$ cat config.mk
export PLATFORM = sky130hd
export DESIGN_NAME = load_store_unit
export DESIGN_NICKNAME = d
export VERILOG_FILES = /design/src/rtl/load_store_unit.sv
export SDC_FILE = /design/constraint.sdc
export NUM_CORES = 1
export LEC_CHECK = 0
export CAP_MARGIN = 10
export CORE_AREA = 2 2 158 160
export CTS_BUF_LIST = sky130_fd_sc_hd__clkbuf_4
export CTS_CLUSTER_DIAMETER = 150
export CTS_CLUSTER_SIZE = 10
export DETAILED_ROUTE_END_ITERATION = 16
export DIE_AREA = 0 0 160 162
export GPL_TIMING_DRIVEN = 0
export PLACE_DENSITY = 0.59
export SLEW_MARGIN = 20
export SYNTH_ARGS = -nofsm -noshare
export SYNTH_HDL_FRONTEND = slang
export SYNTH_SLANG_ARGS = --single-unit
$ cat constraint.sdc
create_clock -name clk -period 3.7 [get_ports clk]
set_input_delay 1.11 -clock clk [delete_from_list [all_inputs] [get_ports clk]]
set_output_delay 1.11 -clock clk [all_outputs]
set_load 0.02 [all_outputs]
$ cat src/rtl/load_store_unit.sv
// rtl/load_store_unit.sv - RV32I load/store memory stage with single-outstanding data-memory handshake
module load_store_unit #(
    parameter int unsigned TIMEOUT_CYCLES = 255
) (
    input  logic        clk,
    input  logic        rst,
    input  logic        req_valid,
    output logic        req_ready,
    input  logic        is_store,
    input  logic [2:0]  funct3,
    input  logic [31:0] addr,
    input  logic [31:0] wdata,
    input  logic [4:0]  rd,
    output logic        mem_req,
    output logic        mem_we,
    output logic [31:0] mem_addr,
    output logic [31:0] mem_wdata,
    output logic [3:0]  mem_be,
    input  logic        mem_ack,
    input  logic [31:0] mem_rdata,
    output logic        wb_valid,
    output logic        wb_we,
    output logic [4:0]  wb_rd,
    output logic [31:0] wb_data,
    output logic        fault
);
    typedef enum logic [1:0] {ST_IDLE, ST_REQ, ST_RESP} state_t;

    localparam logic [31:0] TIMEOUT_LIMIT = 32'(TIMEOUT_CYCLES);

    state_t      state_q, state_d;
    logic [31:0] cnt_q, cnt_d, cnt_inc;
    logic        is_store_q, is_store_d;
    logic [2:0]  funct3_q, funct3_d;
    logic [1:0]  addr_lo_q, addr_lo_d;
    logic [4:0]  rd_q, rd_d;

    logic        req_ready_q, req_ready_d;
    logic        mem_req_q, mem_req_d;
    logic        mem_we_q, mem_we_d;
    logic [31:0] mem_addr_q, mem_addr_d;
    logic [31:0] mem_wdata_q, mem_wdata_d;
    logic [3:0]  mem_be_q, mem_be_d;
    logic        wb_valid_q, wb_valid_d;
    logic        wb_we_q, wb_we_d;
    logic [4:0]  wb_rd_q, wb_rd_d;
    logic [31:0] wb_data_q, wb_data_d;
    logic        fault_q, fault_d;

    logic        req_legal, req_misaligned;
    logic [31:0] st_wdata;
    logic [3:0]  st_be;
    logic [7:0]  ld_byte;
    logic [15:0] ld_half;
    logic [31:0] ld_data;

    // Classify the incoming request: legal width code for its direction, and natural alignment
    always_comb begin
        case (funct3)
            3'b000, 3'b001, 3'b010: req_legal = 1'b1;
            3'b100, 3'b101:         req_legal = !is_store;
            default:                req_legal = 1'b0;
        endcase
        req_misaligned = (funct3[1:0] == 2'b01 && addr[0]) ||
                         (funct3[1:0] == 2'b10 && addr[1:0] != 2'b00);
    end

    // Replicate store data across lanes and pick the byte enables for the addressed lane
    always_comb begin
        st_wdata = wdata;
        st_be    = 4'b1111;
        case (funct3[1:0])
            2'b00: begin
                st_wdata = {4{wdata[7:0]}};
                st_be    = 4'b0001 << addr[1:0];
            end
            2'b01: begin
                st_wdata = {2{wdata[15:0]}};
                st_be    = 4'b0011 << addr[1:0];
            end
            default: ;
        endcase
    end

    // Select the addressed byte/halfword of the returned word and extend it per the latched width
    always_comb begin
        case (addr_lo_q)
            2'b00:   ld_byte = mem_rdata[7:0];
            2'b01:   ld_byte = mem_rdata[15:8];
            2'b10:   ld_byte = mem_rdata[23:16];
            default: ld_byte = mem_rdata[31:24];
        endcase
        ld_half = addr_lo_q[1] ? mem_rdata[31:16] : mem_rdata[15:0];
        case (funct3_q)
            3'b000:  ld_data = {{24{ld_byte[7]}}, ld_byte};
            3'b100:  ld_data = {24'd0, ld_byte};
            3'b001:  ld_data = {{16{ld_half[15]}}, ld_half};
            3'b101:  ld_data = {16'd0, ld_half};
            3'b010:  ld_data = mem_rdata;
            default: ld_data = 32'd0;
        endcase
    end

    // Next-state and next-output logic; every output is the registered copy of its _d value
    always_comb begin
        state_d     = state_q;
        cnt_d       = cnt_q;
        cnt_inc     = cnt_q + 32'd1;
        is_store_d  = is_store_q;
        funct3_d    = funct3_q;
        addr_lo_d   = addr_lo_q;
        rd_d        = rd_q;
        req_ready_d = 1'b0;
        mem_req_d   = 1'b0;
        mem_we_d    = 1'b0;
        mem_addr_d  = 32'd0;
        mem_wdata_d = 32'd0;
        mem_be_d    = 4'd0;
        wb_valid_d  = 1'b0;
        wb_we_d     = 1'b0;
        wb_rd_d     = 5'd0;
        wb_data_d   = 32'd0;
        fault_d     = 1'b0;
        case (state_q)
            ST_IDLE: begin
                if (req_valid) begin
                    is_store_d = is_store;
                    funct3_d   = funct3;
                    addr_lo_d  = addr[1:0];
                    rd_d       = rd;
                    cnt_d      = 32'd0;
                    if (req_legal && !req_misaligned) begin
                        state_d     = ST_REQ;
                        mem_req_d   = 1'b1;
                        mem_we_d    = is_store;
                        mem_addr_d  = {addr[31:2], 2'b00};
                        mem_wdata_d = is_store ? st_wdata : 32'd0;
                        mem_be_d    = is_store ? st_be : 4'b1111;
                    end else begin
                        // Rejected before any memory traffic; report straight away
                        state_d    = ST_RESP;
                        wb_valid_d = 1'b1;
                        wb_rd_d    = rd;
                        fault_d    = 1'b1;
                    end
                end else begin
                    req_ready_d = 1'b1;
                end
            end
            ST_REQ: begin
                if (mem_ack) begin
                    state_d    = ST_RESP;
                    wb_valid_d = 1'b1;
                    wb_rd_d    = rd_q;
                    wb_we_d    = !is_store_q && (rd_q != 5'd0);
                    wb_data_d  = (!is_store_q && (rd_q != 5'd0)) ? ld_data : 32'd0;
                end else if (TIMEOUT_LIMIT != 32'd0 && cnt_inc == TIMEOUT_LIMIT) begin
                    cnt_d      = cnt_inc;
                    state_d    = ST_RESP;
                    wb_valid_d = 1'b1;
                    wb_rd_d    = rd_q;
                    fault_d    = 1'b1;
                end else begin
                    // Keep the request and its attributes stable until the memory answers
                    cnt_d       = cnt_inc;
                    mem_req_d   = 1'b1;
                    mem_we_d    = mem_we_q;
                    mem_addr_d  = mem_addr_q;
                    mem_wdata_d = mem_wdata_q;
                    mem_be_d    = mem_be_q;
                end
            end
            default: begin
                state_d     = ST_IDLE;
                cnt_d       = 32'd0;
                req_ready_d = 1'b1;
            end
        endcase
    end

    // State, latched request fields and registered outputs
    always_ff @(posedge clk) begin
        if (rst) begin
            state_q     <= ST_IDLE;
            cnt_q       <= 32'd0;
            is_store_q  <= 1'b0;
            funct3_q    <= 3'd0;
            addr_lo_q   <= 2'd0;
            rd_q        <= 5'd0;
            req_ready_q <= 1'b1;
            mem_req_q   <= 1'b0;
            mem_we_q    <= 1'b0;
            mem_addr_q  <= 32'd0;
            mem_wdata_q <= 32'd0;
            mem_be_q    <= 4'd0;
            wb_valid_q  <= 1'b0;
            wb_we_q     <= 1'b0;
            wb_rd_q     <= 5'd0;
            wb_data_q   <= 32'd0;
            fault_q     <= 1'b0;
        end else begin
            state_q     <= state_d;
            cnt_q       <= cnt_d;
            is_store_q  <= is_store_d;
            funct3_q    <= funct3_d;
            addr_lo_q   <= addr_lo_d;
            rd_q        <= rd_d;
            req_ready_q <= req_ready_d;
            mem_req_q   <= mem_req_d;
            mem_we_q    <= mem_we_d;
            mem_addr_q  <= mem_addr_d;
            mem_wdata_q <= mem_wdata_d;
            mem_be_q    <= mem_be_d;
            wb_valid_q  <= wb_valid_d;
            wb_we_q     <= wb_we_d;
            wb_rd_q     <= wb_rd_d;
            wb_data_q   <= wb_data_d;
            fault_q     <= fault_d;
        end
    end

    assign req_ready = req_ready_q;
    assign mem_req   = mem_req_q;
    assign mem_we    = mem_we_q;
    assign mem_addr  = mem_addr_q;
    assign mem_wdata = mem_wdata_q;
    assign mem_be    = mem_be_q;
    assign wb_valid  = wb_valid_q;
    assign wb_we     = wb_we_q;
    assign wb_rd     = wb_rd_q;
    assign wb_data   = wb_data_q;
    assign fault     = fault_q;
endmodule
# Yosys cells after proc, flatten, opt, wreduce, memory -nomap -nowiden

Index checks and enable logic that the tools add are counted.
Widths: inputs -> output; s select.

Register bits: 156
Bits in latches: 0
Bits in writable memories: 0
Bits in read-only memories: 0
Input port bits: 109
Output and inout port bits: 111
Logic and storage cells: 115
Memories kept: 0

Add/sub/neg operators: 1
$mul: 0
Divide/modulo/power cells: 0
Magnitude comparators: 0
Eq/ne operators: 17
Shifts and indexed selects: 2
Mux-type cells: 53
Bitwise logic cells: 3
Reductions and logical operators: 22

Operators by type and width:

| operator              | count |
|---|---|
| $mux 32               | 9 |
| $pmux 32 s2           | 4 |
| $pmux 32 s5           | 1 |
| $add 32x1->32 const B | 1 |
| $eq 32x8->1 const B   | 1 |
| $pmux 8 s3            | 1 |
| $mux 4                | 5 |
| $mux 5                | 4 |
| $mux 16               | 1 |
| $pmux 4 s2            | 2 |
| $mux 1                | 14 |
| $eq 3x3->1 const B    | 4 |
| $pmux 1 s2            | 6 |
| $pmux 5 s2            | 1 |
| $mux 2                | 4 |
| $eq 2x1->1 const B    | 3 |
| $eq 3x1->1 const B    | 2 |
| $eq 3x2->1 const B    | 2 |
| $logic_not 2->1       | 3 |
| $logic_not 3->1       | 2 |
| $reduce_and 2->1      | 3 |
| $reduce_or 3->1       | 2 |
| $reduce_bool 5->1     | 1 |
| $eq 2x2->1 const B    | 2 |
| other kinds (12)      | 20 |

# Depth between registers and ports, before layout

Word-level depth: 8
Gate-level depth with buffers: 11
Gate-level depth less buffers: 8

# Worst setup path after synthesis

Ideal clock, no wire load.

Path kind: in2reg
Start point: input funct3[1]
End point: register mem_wdata_q[10] (netlist: mem_wdata[10])
Arrival time: 3059 ps
Required time: 3639 ps
Path slack: 580 ps
Stages: 8
Buffers on the path: 3
Cells stage by stage: clkbuf_1 -> a221oi_1 -> nor2_1 -> nor3_1 -> and2_0 -> buf_1 -> clkbuf_1 -> a32o_1

Cells in the longest elaborated chain, start to end: 8

Ends and longest elaborated chain:

| element                                                            | line | RTL |
|---|---|---|
| from (decl)                                                        | 10   | `input logic [2:0] funct3,` |
| parallel branches: the longest is 5 deep, another holds $eq 3x1->1 | n/a  |  |
| $mux 32 (*)                                                        | 132  | `if (req_legal && !req_misaligned) begin` |
| $mux 32 (*)                                                        | 126  | `if (req_valid) begin` |
| $pmux 32 s2 (*)                                                    | 124  | `case (state_q)` |
| to (signal assigned)                                               | 212  | `mem_wdata_q <= mem_wdata_d;` |
| to (decl)                                                          | 42   | `logic [31:0] mem_wdata_q, mem_wdata_d;` |

Mark *: on every way between the ends.
A chain may end at the register's enable or synchronous reset.

# Worst setup path after layout

Start point: register cnt_q[1]
End point: register fault_q (netlist: fault)

Cells in the longest elaborated chain, start to end: 5

Ends and longest elaborated chain:

| element                | line | RTL |
|---|---|---|
| from (decl)            | 32   | `logic [31:0] cnt_q, cnt_d, cnt_inc;` |
| from (signal assigned) | 203  | `cnt_q <= cnt_d;` |
| $add 32x1->32          | 108  | `cnt_inc = cnt_q + 32'd1;` |
| $eq 32x8->1            | 157  | `end else if (TIMEOUT_LIMIT != 32'd0 && cnt_inc == TIMEOUT_LIMIT) begin` |
| $mux 1                 | 157  |  |
| $mux 1                 | 151  | `if (mem_ack) begin` |
| $pmux 1 s2             | 124  |  |
| to (signal assigned)   | 218  | `fault_q <= fault_d;` |
| to (decl)              | 48   | `logic fault_q, fault_d;` |

No other way between the ends.

==> metrics.cfg <==
[timing]
worst_pin_slew_ns = 1.135
slew-limit-headroom_pct = 23.61
post-route-min-period_ns = 3.455
fmax_ghz = 0.2895
rsz0062_at_grt = no
layout_setup_ws_ns = 0.2455
finalSetupViolCount = 0
hold_viol = 0
fin_crit_sh_pct = 93.37
drv_slew = 0
fin_skew_ns = 0.02592

[finish]
seqCellArea_um2 = 3083
final_cells = 1367
drive_gt1_share_pct = 9.021
design_area_um2 = 9996
area_growth_syn_to_layout_pct = 40.31
fillCellCount = 2518
multi_input_area_um2 = 3665
nets = 1141

[critical_path]
crit_buf_inv = 2
path_common_cell = or4_1
r2r-end = fault$_SDFF_PP0_
start_kind = flop
path_cells = ha_2 -> nand3_2 -> or4_1 -> or4_1 -> a22oi_1 -> nand4_1 -> a211o_1 -> buf_4 -> buf_6 -> o31ai_2
worstPathRequired_ns = 4.17
path_delay_family = simple AND/OR/NAND/NOR gates
worstSetupPathType = flop to flop
r2r_start = cnt_q[1]$_SDFFE_PP0P_
r2r_cells = 10
arrival_ns = 3.92
cpMaxStageDelayCell = or4_1
path_max_fanout = 10
reg2reg_slack_ns = 0.25
critPathMaxStageDelay_ns = 0.58
worstSetupEndpointType = flop

[synthesis]
synth_seq_area_share_pct = 43.27
synthDominantCellAreaShare_pct = 43.27
synth_area_per_cell_um2 = 8.961
netlist_area_um2 = 7124
synth_edf_count = 0
synthTopCellsByArea = dfxtp_1 43%, a32o_1 9.3%, nand2_1 4.5%
synth_warnings = 0
yosys.area.top_type = dfxtp_1
synthFlopType = dfxtp_1
netlist_instances = 795
synth.distinct_cells = 63
async_flop_share_pct = 0
synth-seq-cells = 154

[place]
portBuffers = 214
dp_slack_ns = -0.02185
placed_area_um2 = 9693
dp.final_hpwl_um = 18400
placed_cells = 1335
gp_congestion = 0.8910

[detailed_routing]
routedWlPerCell_um = 18.14
drt_iter0_drc = 540
drt_wl_total_um = 24800
drc = 0
first_pass_iters = 7
drtAntennaViolNets = 0
vias = 7093
viasPerCell = 5.189

[floorplan]
row_count = 57
dieHeight_um = 162
fp.dieW_um = 160
die-area_um2 = 25920
coreArea_um2 = 24110
start_util_pct = 29.55
io_pins = 220

[clocking]
htreeDepth = 4
cts_max_path_buffers = 2
insertion_delay_ns = 0.58
clkTransAtPathRegs_ns = 0.13
numCtsBuffers = 17
clock_sinks = 154
cts_setup_buffers = 0
root_buffer = clkbuf_4
cts_tree = done

[global_routing]
antenna_found_initial = 1
grt-ovfl-total = 0
grt_pass1_vias = 6790
grt_pass1_wl_um = 38500
grt_max_degree = 17
grt_usage_pct = 18.86

[worst_hold_path]
whs_endpoint = is_store_q$_SDFFE_PP0P_
hold_path_depth = 2
hp-class = flop to flop
hold_start = is_store_q$_SDFFE_PP0P_

[pwr]
power_density_nw_per_um2 = 326.0
total_power_mw = 3.258
leakage_nw = 3.336
ir_drop_uv = 175.4

[run]
max_cap_violations = 0

[status]
status = complete, no violations

==> through the flow <==
stage / TNS, ns / hold WS, ns / util (%)
2_1_floorplan: 0 / 0.4096 / -
3_3_place_gp: -38.82 / 0.4550 / 40.14
3_5_place_dp: -0.02185 / 0.4551 / 40.21
4_1_cts: 0 / 0.4750 / 41.43
5_1_grt: 0 / 0.5057 / 41.47
6_report: 0 / 0.4699 / 41.47
==> state kept, by name (all words and copies together), names as in the netlist, 2 cells and up <==
name / flops
funct3_q: 3
state_q: 2
addr_lo_q: 2
wb_data: 32
mem_be: 4
mem_wdata: 32
mem_addr: 30
cnt_q: 32
rd_q: 5
wb_rd: 5
==> report_power, final <==
group / switching, mW / total (mW) / leakage (nW) / internal [mW]
combinational: 0.251 / 0.482 / 1.94 / 0.231
sequential: 0.0171 / 1.71 / 1.25 / 1.69
clock: 0.657 / 1.07 / 0.149 / 0.412
==> worst max-delay path by stage <==
stage | from | to | slack [ns] | cells after the start
after detailed placement | cnt_q[4]$_SDFFE_PP0P_ | fault$_SDFF_PP0_ | -0.02 | 10
after global routing | cnt_q[1]$_SDFFE_PP0P_ | wb_valid$_SDFF_PP0_ | 0.02 | 10
after CTS | cnt_q[1]$_SDFFE_PP0P_ | fault$_SDFF_PP0_ | 0.11 | 10
after global placement | addr[0] | mem_wdata[27]$_SDFFE_PP0P_ | -0.93 | 8
after floorplan | funct3[1] | mem_wdata[10]$_SDFFE_PP0P_ | 0.58 | 8
final | cnt_q[1]$_SDFFE_PP0P_ | fault$_SDFF_PP0_ | 0.25 | 10
==> tightest hold or removal path: stages (launching register included) <==
cell and delay (ns):
dfxtp_1 0.34, nand2_1 0.05, a21oi_1 0.05
==> area by class of cell <==
| class | count | share of cell area, % |
|---|---|---|
| plain buffers | 85 | 3.968 |
| clock inverters | 13 | 1.439 |
| multi-input cells | 553 | 36.66 |
| well taps | 324 | 4.056 |
| repair buffers | 215 | 21.50 |
| diodes | 1 | 0.02503 |
| flip-flops and latches | 154 | 30.84 |
| inverters | 4 | 0.1502 |
| clock buffers | 18 | 1.352 |
==> repair_timing <==
| action | in CTS | in global routing |
|---|---|---|
| gates cloned | 0 | 0 |
| setup endpoints to repair | 1 | 2 |
| hold buffers | 0 | 0 |
| gates resized for setup | 2 | 2 |
==> kinds of logic after synthesis <==
logic type | count (synthesis) | share of synthesized area [%]
other | 1 | 0.05264
XOR/XNOR | 11 | 1.352
adder cells (fa/ha/maj) | 2 | 0.3512
buffers and inverters | 89 | 5.778
AND/OR/NAND/NOR | 266 | 18.28
flip-flops | 154 | 43.27
AO/OA/AOI/OAI | 236 | 24.66
multiplexers | 36 | 6.252
==> Yosys cell counts, types with 4 or more instances <==
library cell	instances
nor2_1	65
buf_6	7
clkbuf_1	59
mux2_2	18
or4_1	5
a22oi_1	11
and3_1	5
o211ai_2	5
buf_1	7
a21oi_1	62
a311oi_1	12
nor4_1	10
nand4b_1	4
nand4_1	14
a31oi_1	7
a21o_1	5
nand2_1	86
a222oi_1	5
inv_1	4
nand3_1	27
xnor2_1	6
and4_1	4
buf_2	7
a211oi_1	8
o21ai_0	35
mux2i_1	13
mux4_2	5
xor2_1	5
a32o_1	66
buf_4	4
nor3_1	17
dfxtp_1	154
==> cell usage in the layout, fill, tap and decap left out, drive strengths merged, types with 3 or more instances in the layout <==
cell type,Yosys,layout
mux2i,13,13
clkdlybuf4s50,0,214
xnor2,6,6
and3,5,5
nor2,65,65
and4,4,4
clkbuf,60,78
nand3b,3,3
a21o,5,5
a21oi,62,62
a211oi,8,8
mux2,18,18
a22oi,11,11
nand3,27,27
or4,7,7
or2,3,3
and2,4,4
dfxtp,154,154
o21ai,35,35
o211ai,7,7
nand4,15,15
buf,25,26
nand4b,4,4
or3,3,3
clkinv,0,5
nor4,11,11
nand2b,3,3
a222oi,5,5
a32o,66,66
a311oi,12,12
nand2,86,86
nor3,17,17
xor2,5,5
a31oi,7,7
inv,4,8
mux4,5,5
a31o,4,4
==> layer usage <==
| metal | track usage, % | wire, um | vias to the layer above |
|---|---|---|---|
| li1 | - | - | 3467 |
| met1 | 24.29 | 11040 | 3333 |
| met2 | 29.71 | 11440 | 260 |
| met3 | 6.384 | 1839 | 33 |
| met4 | 6.347 | 480 | 0 |
| met5 | 0 | 0 | - |
Note: power is estimated with default switching activity, not from simulation.
